--- config.mk ---
export PLATFORM = sky130hd
export DESIGN_NAME = fc_train_sequencer_flat
export DESIGN_NICKNAME = d
export VERILOG_FILES = /design/src/rtl/fc_seq_pkg.sv /design/src/rtl/fc_train_sequencer_if.sv /design/src/rtl/fc_seq_watchdog.sv /design/src/rtl/fc_train_sequencer.sv /design/src/flat_wrapper.sv
export SDC_FILE = /design/constraint.sdc
export NUM_CORES = 1
export LEC_CHECK = 0
export CAP_MARGIN = 10
export CORE_ASPECT_RATIO = 1.25
export CORE_UTILIZATION = 50
export DETAILED_ROUTE_END_ITERATION = 12
export GPL_TIMING_DRIVEN = 0
export PLACE_DENSITY_LB_ADDON = 0.15
export SLEW_MARGIN = 0
export SYNTH_ARGS = -nofsm -noshare
export SYNTH_HDL_FRONTEND = slang
export SYNTH_SLANG_ARGS = --single-unit
--- constraint.sdc ---
create_clock -name clk -period 4.46 [get_ports clk]
set_clock_uncertainty 0.2 [all_clocks]
set_input_delay 0.446 -clock clk [delete_from_list [all_inputs] [get_ports clk]]
set_output_delay 0.446 -clock clk [all_outputs]
set_load 0.02 [all_outputs]
--- src/rtl/fc_seq_pkg.sv ---
// fc_seq_pkg: state encoding, FC memory bank selects and wait-state helper for the FC train sequencer
package fc_seq_pkg;

    typedef enum logic [3:0] {
        IDLE, FC1, FC2, LABEL, BP_ARM, BP, BP_REL, UPD, UPD_REL
    } state_t;

    localparam logic [1:0] BANK_CONV = 2'b00;
    localparam logic [1:0] BANK_MID  = 2'b10;
    localparam logic [1:0] BANK_OUT  = 2'b11;

    function automatic logic is_wait(input state_t s);
        return s inside {FC1, FC2, LABEL, BP, UPD};
    endfunction

endpackage

--- src/rtl/fc_train_sequencer_if.sv ---
// fc_train_sequencer_if: handshake bundle between the sequencer, the FC engines and the FC memory
interface fc_train_sequencer_if #(
    parameter int CNT_W = 5
);
    logic             sample_start;
    logic             fc1_go;
    logic             fc1_done;
    logic             fc2_go;
    logic             fc2_done;
    logic             label_done;
    logic             fc1_com_end;
    logic             fc2_com_end;
    logic             bck_prop_start;
    logic             fc_bck_prop_end;
    logic             batch_end;
    logic             fc_batch_end;
    logic [CNT_W-1:0] sample_cnt;
    logic             busy;
    logic             sample_done;
    logic             batch_done;
    logic             seq_err;

    modport master (
        input  sample_start, fc1_done, fc2_done, label_done, fc_bck_prop_end, fc_batch_end,
        output fc1_go, fc2_go, fc1_com_end, fc2_com_end, bck_prop_start, batch_end,
               sample_cnt, busy, sample_done, batch_done, seq_err
    );

    modport slave (
        output sample_start, fc1_done, fc2_done, label_done, fc_bck_prop_end, fc_batch_end,
        input  fc1_go, fc2_go, fc1_com_end, fc2_com_end, bck_prop_start, batch_end,
               sample_cnt, busy, sample_done, batch_done, seq_err
    );
endinterface

--- src/rtl/fc_seq_watchdog.sv ---
// fc_seq_watchdog: counts cycles spent in a wait state and pulses o_expire on the TIMEOUT-th one
module fc_seq_watchdog #(
    parameter int TIMEOUT = 4096
) (
    input  logic clk,
    input  logic reset_n,
    input  logic i_clr,
    input  logic i_en,
    output logic o_expire
);
    localparam int W = $clog2(TIMEOUT);

    logic [W-1:0] r_cnt;

    always_ff @(posedge clk or negedge reset_n) begin
        if (!reset_n) r_cnt <= '0;
        else if (i_clr) r_cnt <= '0;
        else if (i_en) r_cnt <= r_cnt + W'(1);
    end

    assign o_expire = i_en && (r_cnt == W'(TIMEOUT - 1));
endmodule

--- src/rtl/fc_train_sequencer.sv ---
// fc_train_sequencer: per-sample / per-batch sequencer driving FC engines and FC memory bank selects
module fc_train_sequencer
    import fc_seq_pkg::*;
#(
    parameter int BATCH_SIZE = 32,
    parameter int TIMEOUT    = 4096
) (
    input logic                  clk,
    input logic                  reset_n,
    fc_train_sequencer_if.master bus
);
    localparam int               CNT_W = (BATCH_SIZE > 1) ? $clog2(BATCH_SIZE) : 1;
    localparam logic [CNT_W-1:0] LAST  = CNT_W'(BATCH_SIZE - 1);

    state_t           r_state;
    logic [1:0]       r_bank;
    logic [CNT_W-1:0] r_sample_cnt;
    logic             r_fc1_go, r_fc2_go, r_bck, r_batch_end, r_busy;
    logic             r_sample_done, r_batch_done, r_seq_err;
    logic             w_evt, w_expire;

    // Expected event of the current state; the transient states advance unconditionally
    always_comb
        w_evt = (r_state == IDLE)  ? bus.sample_start    :
                (r_state == FC1)   ? bus.fc1_done        :
                (r_state == FC2)   ? bus.fc2_done        :
                (r_state == LABEL) ? bus.label_done      :
                (r_state == BP)    ? bus.fc_bck_prop_end :
                (r_state == UPD)   ? bus.fc_batch_end    : 1'b1;

    fc_seq_watchdog #(.TIMEOUT(TIMEOUT)) u_wd (
        .clk      (clk),
        .reset_n  (reset_n),
        .i_clr    (w_evt | w_expire),
        .i_en     (is_wait(r_state)),
        .o_expire (w_expire)
    );

    always_ff @(posedge clk or negedge reset_n) begin
        if (!reset_n) begin
            r_state       <= IDLE;
            r_bank        <= BANK_CONV;
            r_sample_cnt  <= '0;
            r_fc1_go      <= 1'b0;
            r_fc2_go      <= 1'b0;
            r_bck         <= 1'b0;
            r_batch_end   <= 1'b0;
            r_busy        <= 1'b0;
            r_sample_done <= 1'b0;
            r_batch_done  <= 1'b0;
            r_seq_err     <= 1'b0;
        end else begin
            r_fc1_go      <= 1'b0;
            r_fc2_go      <= 1'b0;
            r_sample_done <= 1'b0;
            r_batch_done  <= 1'b0;
            if (w_evt) begin
                case (r_state)
                    IDLE: begin
                        r_state  <= FC1;
                        r_fc1_go <= 1'b1;
                        r_busy   <= 1'b1;
                    end
                    FC1: begin
                        r_state  <= FC2;
                        r_fc2_go <= 1'b1;
                        r_bank   <= BANK_MID;
                    end
                    FC2: begin
                        r_state <= LABEL;
                        r_bank  <= BANK_OUT;
                    end
                    LABEL: r_state <= BP_ARM;
                    BP_ARM: begin
                        r_state <= BP;
                        r_bck   <= 1'b1;
                    end
                    BP: begin
                        r_state       <= BP_REL;
                        r_bck         <= 1'b0;
                        r_sample_done <= 1'b1;
                    end
                    BP_REL: begin
                        if (r_sample_cnt == LAST) begin
                            r_state     <= UPD;
                            r_batch_end <= 1'b1;
                        end else begin
                            r_state      <= IDLE;
                            r_sample_cnt <= r_sample_cnt + CNT_W'(1);
                            r_bank       <= BANK_CONV;
                            r_busy       <= 1'b0;
                        end
                    end
                    UPD: begin
                        r_state      <= UPD_REL;
                        r_batch_end  <= 1'b0;
                        r_batch_done <= 1'b1;
                    end
                    UPD_REL: begin
                        r_state      <= IDLE;
                        r_sample_cnt <= '0;
                        r_bank       <= BANK_CONV;
                        r_busy       <= 1'b0;
                    end
                    default: r_state <= IDLE;
                endcase
            end else if (w_expire) begin
                r_state     <= IDLE;
                r_seq_err   <= 1'b1;
                r_bank      <= BANK_CONV;
                r_bck       <= 1'b0;
                r_batch_end <= 1'b0;
                r_busy      <= 1'b0;
            end
        end
    end

    assign bus.fc1_go         = r_fc1_go;
    assign bus.fc2_go         = r_fc2_go;
    assign bus.fc1_com_end    = r_bank[1];
    assign bus.fc2_com_end    = r_bank[0];
    assign bus.bck_prop_start = r_bck;
    assign bus.batch_end      = r_batch_end;
    assign bus.sample_cnt     = r_sample_cnt;
    assign bus.busy           = r_busy;
    assign bus.sample_done    = r_sample_done;
    assign bus.batch_done     = r_batch_done;
    assign bus.seq_err        = r_seq_err;
endmodule

--- src/flat_wrapper.sv ---
// flat-port wrapper written by rule: the top's interface ports become plain ports
module fc_train_sequencer_flat import fc_seq_pkg::*;
#(
    parameter int BATCH_SIZE = 32,
    parameter int TIMEOUT    = 4096
)
  (clk, reset_n, bus_sample_start, bus_fc1_done, bus_fc2_done, bus_label_done, bus_fc_bck_prop_end, bus_fc_batch_end, bus_fc1_go, bus_fc2_go, bus_fc1_com_end, bus_fc2_com_end, bus_bck_prop_start, bus_batch_end, bus_sample_cnt, bus_busy, bus_sample_done, bus_batch_done, bus_seq_err);
  fc_train_sequencer_if #(.CNT_W(5)) bus_i ();
  input logic clk;
  input logic reset_n;
  input wire logic [$bits(bus_i.sample_start)-1:0] bus_sample_start;
  input wire logic [$bits(bus_i.fc1_done)-1:0] bus_fc1_done;
  input wire logic [$bits(bus_i.fc2_done)-1:0] bus_fc2_done;
  input wire logic [$bits(bus_i.label_done)-1:0] bus_label_done;
  input wire logic [$bits(bus_i.fc_bck_prop_end)-1:0] bus_fc_bck_prop_end;
  input wire logic [$bits(bus_i.fc_batch_end)-1:0] bus_fc_batch_end;
  output wire logic [$bits(bus_i.fc1_go)-1:0] bus_fc1_go;
  output wire logic [$bits(bus_i.fc2_go)-1:0] bus_fc2_go;
  output wire logic [$bits(bus_i.fc1_com_end)-1:0] bus_fc1_com_end;
  output wire logic [$bits(bus_i.fc2_com_end)-1:0] bus_fc2_com_end;
  output wire logic [$bits(bus_i.bck_prop_start)-1:0] bus_bck_prop_start;
  output wire logic [$bits(bus_i.batch_end)-1:0] bus_batch_end;
  output wire logic [$bits(bus_i.sample_cnt)-1:0] bus_sample_cnt;
  output wire logic [$bits(bus_i.busy)-1:0] bus_busy;
  output wire logic [$bits(bus_i.sample_done)-1:0] bus_sample_done;
  output wire logic [$bits(bus_i.batch_done)-1:0] bus_batch_done;
  output wire logic [$bits(bus_i.seq_err)-1:0] bus_seq_err;
  assign bus_i.sample_start = bus_sample_start;
  assign bus_i.fc1_done = bus_fc1_done;
  assign bus_i.fc2_done = bus_fc2_done;
  assign bus_i.label_done = bus_label_done;
  assign bus_i.fc_bck_prop_end = bus_fc_bck_prop_end;
  assign bus_i.fc_batch_end = bus_fc_batch_end;
  assign bus_fc1_go = bus_i.fc1_go;
  assign bus_fc2_go = bus_i.fc2_go;
  assign bus_fc1_com_end = bus_i.fc1_com_end;
  assign bus_fc2_com_end = bus_i.fc2_com_end;
  assign bus_bck_prop_start = bus_i.bck_prop_start;
  assign bus_batch_end = bus_i.batch_end;
  assign bus_sample_cnt = bus_i.sample_cnt;
  assign bus_busy = bus_i.busy;
  assign bus_sample_done = bus_i.sample_done;
  assign bus_batch_done = bus_i.batch_done;
  assign bus_seq_err = bus_i.seq_err;
  fc_train_sequencer #(.BATCH_SIZE(BATCH_SIZE), .TIMEOUT(TIMEOUT)) u_core (.clk(clk), .reset_n(reset_n), .bus(bus_i));
endmodule
* Word-level counts from Yosys, hierarchy flattened
Index checks and enable logic that the tools add are counted.
** Storage, ports and cells
- Output and inout port bits :: 15
- Input port bits :: 8
- Flip-flop bits (word level) :: 31
** Operators by class
- Multiplexer cells :: 35
- Reductions and logical operators :: 12
- Bitwise gates (word level) :: 2
- Equality and inequality tests :: 17
- Add/subtract/negate cells :: 2
** Operators with widths (count)
- one-hot mux 4 bit (8 select lines) :: 1
- 2-to-1 mux 12 bit :: 2
- 2-to-1 mux 1 bit :: 20
- == test 4 x 3 -> 1 bit (second input constant) :: 4
- adder 12 x 1 -> 12 bit (second input constant) :: 1
- == test 12 bit (second input constant) :: 1
- inequality test 3 bit (second input constant) :: 4
- AND reduction 3 bit :: 4
- one-hot mux 5 bit (2 select lines) :: 1
- == test 4 x 2 -> 1 bit (second input constant) :: 2
- 2-to-1 mux 4 bit :: 2
- one-hot mux 2 bit (4 select lines) :: 1
- 2-to-1 mux 2 bit :: 3
- nonzero test 2 bit :: 3
- adder 5 x 1 -> 5 bit (second input constant) :: 1
- == test 5 bit (second input constant) :: 1
- 2-to-1 mux 5 bit :: 1
- inequality test 5 bit (second input constant) :: 1
- nonzero test 5 bit :: 1
- == test 4 x 1 -> 1 bit (second input constant) :: 1
- == test 4 bit (second input constant) :: 1
- logical NOT 4 bit :: 1
- inequality test 4 bit (second input constant) :: 1
- one-hot mux 1 bit (2 select lines) :: 2
- 7 further kinds :: 8

* Depth between registers and ports, before layout
- Word-level depth :: 9
- Mapped depth :: 8
- Mapped depth without buffers :: 8

* Cells and area by module
Synthesis repeated with hierarchy kept, for this count alone.
** Unflattened totals
- Cells, all modules :: 166
- Area, all modules :: 1690.4 µm²
** Modules (own cells, without submodules)
- fc_train_sequencer :: cells an instance 106, sequential area each 475.5 µm², instances 1, area an instance 1086.0 µm²
- fc_seq_watchdog :: cells an instance 60, sequential area each 300.3 µm², instances 1, area an instance 604.3 µm²

* Worst setup path before layout
OpenSTA, ideal clock, no wires.
- Kind :: register -> register
- From :: register u_core.r_sample_cnt[0] (netlist: u_core.bus.sample_cnt[0])
- To :: register u_core.r_sample_cnt[3] (netlist: u_core.bus.sample_cnt[3])
- Slack :: 2.027 ns
- Setup time :: 0.120 ns
- Stages on the path, launching flop included :: 9
- Arrival :: 2.113 ns
- Buffers on the path :: 0
- Path through :: dfrtp_1 ha_1 and3_1 ha_1 or4bb_1 a21oi_2 nand4_1 xor2_1 nor2_1
** On the way
- Longest elaborated chain between the ends :: 3
- Elaborated cells between the ends (all ways) :: 6
- Classes of those cells :: add/sub (1); eq/ne (2); mux (2); reduce/logical (1)
** RTL lines
- start, declared :: RTL line fc_train_sequencer.sv:17 : logic [CNT_W-1:0] r_sample_cnt;
- start signal, assigned :: RTL line fc_train_sequencer.sv:89 : r_sample_cnt <= r_sample_cnt + CNT_W'(1);
- adder 5 x 1 -> 5 bit or == test 5 bit (tied branches) :: RTL line fc_train_sequencer.sv:89, fc_train_sequencer.sv:84
- 2-to-1 mux 5 bit or inequality test 2 bit (tied branches)
- one-hot mux 5 bit (2 select lines) or AND reduction 3 bit (tied branches)
Parallel ways exist; a longest one is shown, timed or not. The select of a mux whose other input is x is not followed.
A chain may end at the register's enable or synchronous reset.

* Final worst setup path
Ends and elaborated chain as after synthesis.

==> results.json <==
{
  "clkTransAtPathRegs_ns": 0.10,
  "drc": 0,
  "peakVddDrop_uv": 440.1,
  "initial_utilization_pct": 53.93,
  "relSlewSlack_pct": 44.90,
  "synth_cell_types": 46,
  "cp.required_ns": 4.50,
  "min_to": "u_core.bus.seq_err",
  "wl_per_cell_um": 15.97,
  "die_x_um": 53.11,
  "num_antenna_cells": 0,
  "path_common_cell": "ha_1",
  "routed_wl_um": 3720,
  "hold_path_class": "register to register",
  "ios": 23,
  "ys_warn_count": 0,
  "gr-usage-all-layers_pct": 25.61,
  "status": "completed",
  "syn_inst": 166,
  "finalMaxSlewViolations": 0,
  "gp_congestion": 0.9024,
  "ant_nets": 0,
  "cts_tree": "built",
  "antenna_found_initial": 0,
  "cp-end-kind": "register",
  "use_met2_pct": 42.72,
  "cpPeakStageDelay_ns": 0.53,
  "use_met3_pct": 6.207,
  "hp-start": "u_core.bus.seq_err",
  "whs_ns": 0.2697,
  "drv_cap": 0,
  "clock_latency_ns": 0.34,
  "grt_start_max_net_pins": 17,
  "dr.pass1.iters": 4,
  "synth-main-ff-cell": "dfrtp_1",
  "synth_area_mm2": 0.001633,
  "grt_pass1_wl_um": 6403,
  "cts_sinks": 31,
  "mostFrequentLayoutCell": "dfrtp_1",
  "final_cell_mix": "dfrtp_1, nand2_1, clkdlybuf4s50_1, nor2_1, xor2_1",
  "rr_worst_depth": 8,
  "synth_area_leader_cell": "dfrtp_1",
  "grt.overflow.total": 0,
  "io_buffers": 22,
  "async_reset_ff_share_pct": 100.0,
  "met1_usage_pct": 30.95,
  "p_leak_nw": 0.8797,
  "r2r_start": "u_core.bus.sample_cnt[0]",
  "cts_resized": 0,
  "cp.arrival_ns": 2.58,
  "min_period_ns": 2.543,
  "synthTopCellsByArea": "dfrtp_1, nand2_1, nor2_1",
  "hold_buffers": 0,
  "setup_viol": 0,
  "hold_viol_final": 0,
  "rows": 22,
  "drive_gt1_share_pct": 11.68,
  "rrSetupSlack_ns": 1.92,
  "ys_seq_elements": 31,
  "syn_avg_cell_area_um2": 9.836,
  "synthToLayoutAreaGrowth_pct": 23.22,
  "whs_path_depth": 1,
  "crit-reg2reg-capture": "u_core.bus.sample_cnt[3]",
  "vias": 1348,
  "drtIter0Drc": 23,
  "rsz0062_at_grt": "no",
  "worst-path-max-fanout": 5,
  "clk_path_buf_depth": 2,
  "cts_setup_buffers": 0,
  "root_buffer": "clkbuf_4",
  "crit_chain": "ha_1, and3_1, ha_1, or4bb_1, a21oi_2, nand4_1, xor2_1, nor2_1",
  "dieArea_mm2": 0.003499,
  "final_cells": 233,
  "dp.cells": 225,
  "max_freq_mhz": 393.3,
  "via_per_inst": 5.785,
  "synth_nets": 177,
  "cts_buffers": 5,
  "tightestPinTransition_ns": 0.8239,
  "placed_area_mm2": 0.001926,
  "critical_path_class": "register to register",
  "core_area_mm2": 0.003028,
  "die_h_um": 65.89,
  "synth-edff-count": 0,
  "cts_htree_levels": 2,
  "synth_seq_area_share_pct": 47.51,
  "grt-busiest-layer": "met2",
  "postLayoutCellArea_mm2": 0.002012,
  "cp-start-kind": "register",
  "grt_pass1_vias": 1338,
  "dp_hpwl_um": 2709,
  "fin_crit_sh_pct": 57.01,
  "power_density_mw_per_mm2": 584.9,
  "tns_ns": 0,
  "cpMaxStageDelayCell": "or4bb_1",
  "finalNetCount": 207,
  "yosysTopAreaCellShare_pct": 47.51
}
[layer usage]
layer	vias up	wire length (um)
met5	-	0
met4	0	82
met3	8	160
met2	33	1912
met1	653	1564
li1	654	-
[sequential cells by signal, summed over array words and instances (netlist names), 2 cells and up]
| signal | flops |
|---|---|
| u_core.r_state | 4 |
| u_core.u_wd.r_cnt | 12 |
| u_core.r_bank | 2 |
| u_core.bus.sample_cnt | 5 |
[power by group]
group,internal (mW),switching (mW)
clock,0.132,0.108
sequential,0.339,0.0469
combinational,0.226,0.324
[final cells by class]
| class | instances | area, um2 |
|---|---|---|
| clock buffers | 6 | 51.30 |
| well taps | 36 | 45.04 |
| clock inverters | 2 | 35.03 |
| plain buffers | 6 | 35.03 |
| flip-flops and latches | 31 | 775.7 |
| inverters | 6 | 22.52 |
| fillers | 270 | 1016 |
| multi-input cells | 123 | 799.5 |
| repair buffers | 23 | 247.7 |
[critical path, delay by kind of cell, from the launching register on]
| kind | cells | cell delay, ns |
|---|---|---|
| xor+xnor | 1 | 0.16 |
| fa+ha+maj | 2 | 0.46 |
| flops | 1 | 0.44 |
| compound gates | 1 | 0.27 |
| simple gates | 4 | 0.91 |
[how the worst max path moves through the flow]
stage	slack (ns)	start	to
finish	1.92	u_core.bus.sample_cnt[0]	u_core.bus.sample_cnt[3]
global route	1.80	u_core.bus.sample_cnt[0]	u_core.bus.sample_cnt[3]
detailed placement	1.85	bus_fc2_done	u_core.bus.busy
floorplan	2.03	u_core.bus.sample_cnt[0]	u_core.bus.sample_cnt[3]
CTS	1.92	u_core.bus.sample_cnt[0]	u_core.bus.sample_cnt[3]
global placement	1.88	bus_fc2_done	u_core.bus.busy
[synthesized netlist by cell type, drive strengths merged, types with 3 or more instances]
master  count
dfrtp      31
nand2      22
nor2       22
xor2        9
nand3       8
inv         6
buf         5
nand4       5
xnor2       5
nand2b      4
nor4        4
o211ai      4
o21ai       4
and3        3
ha          3
nor3        3
[logic make-up (layout without fill, tap and decap cells)]
family	count (synthesis)	count (layout)	share of synthesized area [%]
simple gates	80	80	25.52
fa+ha+maj	3	3	2.299
compound gates	23	23	11.73
flops	31	31	47.51
buf+inv	12	43	3.525
xor+xnor	14	14	7.510
mux	3	3	1.916
[through the flow]
stage                     worst slack, ns  power [mW]  utilization, %
after CTS                           1.922       1.176           66.45
after global routing                1.801       1.260           66.45
after detailed placement            1.853      0.9386           63.60
after floorplan                     2.027      0.7617               -
after global placement              1.884      0.9289           62.69
final                               1.917       1.177           66.45
Note: power is estimated with default switching activity, not from simulation.
==> edit (same settings) <==
`TIMEOUT` is set to 4096 in 3 places; all go to 1024.
--- a/src/rtl/fc_seq_watchdog.sv
+++ b/src/rtl/fc_seq_watchdog.sv
@@ -2,3 +2,3 @@
 module fc_seq_watchdog #(
-    parameter int TIMEOUT = 4096
+    parameter int TIMEOUT = 1024
 ) (
--- a/src/rtl/fc_train_sequencer.sv
+++ b/src/rtl/fc_train_sequencer.sv
@@ -5,3 +5,3 @@
     parameter int BATCH_SIZE = 32,
-    parameter int TIMEOUT    = 4096
+    parameter int TIMEOUT    = 1024
 ) (
--- a/src/flat_wrapper.sv
+++ b/src/flat_wrapper.sv
@@ -4,3 +4,3 @@
     parameter int BATCH_SIZE = 32,
-    parameter int TIMEOUT    = 4096
+    parameter int TIMEOUT    = 1024
 )
Formal check against the unedited RTL: no difference found for any inputs over 10 cycles, from zero or initial values and one cycle with reset_n low; that may be too few to reach the edited logic, so the function may still have changed.
==> edit against the unedited design <==
Count of clock-buffer cells in the layout rose by 1. Worst setup slack improved by 200 ps. Area after synthesis fell by 2.2%. Largest cell class unchanged. Cell area fell by 2.6%. Synthesized cell count fell by 0.60%. Total power rose by 4.8%. Sequential cell count fell by 2. Via count fell by 3.1%. Wire length fell by 3.4%.
==> edit: results (changes against the unedited design) <==
• **Setup Buffers After CTS** 0, unchanged
• **average footprint of a synthesized cell** 9.68 µm², -1.6%
• **fmax** 428 MHz, +8.7%
• **sum of internal, switching and leakage power** 1.23 mW, +4.8%
• **vias after detailed routing** 1306, -3.1%
• **CP startpoint kind** register
• **Post-Route Hold Slack** 287 ps, +16.8 ps
• **flip-flop count of the largest register after layout** 10, -2
• **global routing usage on met1** 0.290, -0.0199
• **post-synthesis net count** 176, -0.56%
• **worst min-delay path category** input port to asynchronous set/reset pin
• **cell types occupying the most area after synthesis** dfrtp_1, nand2_1, nor2_1, nand3_1, xor2_1
• **most used standard cells in the synthesized netlist** dfrtp_1, nand2_1, nor2_1
• **WL met1** 1520 µm, -2.6%
• **fin cells** 232, -0.43%
• **met3 routed wirelength** 106 µm, -34%
• **VDD IR max** 365 µV, -17%
• **worst setup path end** u_core.bus.sample_cnt[2]
• **ant diodes** 0, unchanged
• **fill count** 254, -5.9%
• **worst slack after detailed placement** 2050 ps, +194 ps
• **global-route wire length before repair** 6110 µm, -4.6%
• **maximum number of pins on one net before global-route repair** 19, +2
• **status** finished, final reports clean
• **delay contributed by the slowest stage of the critical path** 430 ps, -100 ps
• **Final Routed Wirelength** 3590 µm, -3.4%
• **Yosys cell types** 43, -6.5%
• **GR Layer Usage met3** 0.0718, +0.00969
• **share of total power in combinational logic** 0.534, +0.067
• **sequential-to-total area share from yosys stat** 0.455, -0.0206
• **number of violations reported at the end of detailed-routing iteration 0** 40, +74%
• **Placed Instances** 224, -0.44%
• **number of nets in the layout** 206, -0.48%
• **reported leakage power** 0.898 nW, +2.1%
• **routability cong.** 0.868, -3.8%
• **met2 GRT Util** 0.434, +0.00633
• **reg2reg path depth** 9, +1
• **area post-placement** 0.00189 mm², -1.9%
• **proportion of total power due to net switching** 0.426, +0.0186
• **category of cells accounting for the largest share of critical-path delay** simple AND/OR/NAND/NOR gates
• **number of global-route vias before repair** 1351, +0.97%
• **clock share of power** 0.154, -0.051
• **met2 layer wire length in the routed design** 1910 µm, -0.37%
• **Critical-path top delay cell** dfrtp_1
• **slew of the pin with the lowest slew margin** 642 ps, -182 ps
• **largest fanout on the critical path** 10, +5
• **hpwl dp** 2680 µm, -1.0%
[edit: layout make-up]
| type | count | area [µm²] | share of cell area |
|---|---|---|---|
| Timing Repair Buffer | 23 | 248 | 0.126 |
| Buffer | 8 | 55.1 | 0.0281 |
| Clock buffer | 7 | 65.1 | 0.0332 |
| Tap cell | 36 | 45.0 | 0.0230 |
| Inverter | 10 | 37.5 | 0.0192 |
| Sequential cell | 29 | 726 | 0.370 |
| Multi-Input combinational cell | 118 | 778 | 0.397 |
| Clock inverter | 1 | 5.00 | 0.00255 |
[edit: cells by family (layout without fill, tap and decap cells)]
group / after synthesis / after routing / synth area share
muxes: 2 / 2 / 0.0165
buffers and inverters: 18 / 49 / 0.0580
and+or+nand+nor: 74 / 74 / 0.257
xor gates and xnor gates: 10 / 10 / 0.0549
AOI/OAI and AO/OA: 29 / 29 / 0.136
adders and majority gates: 3 / 3 / 0.0235
DFF: 29 / 29 / 0.455
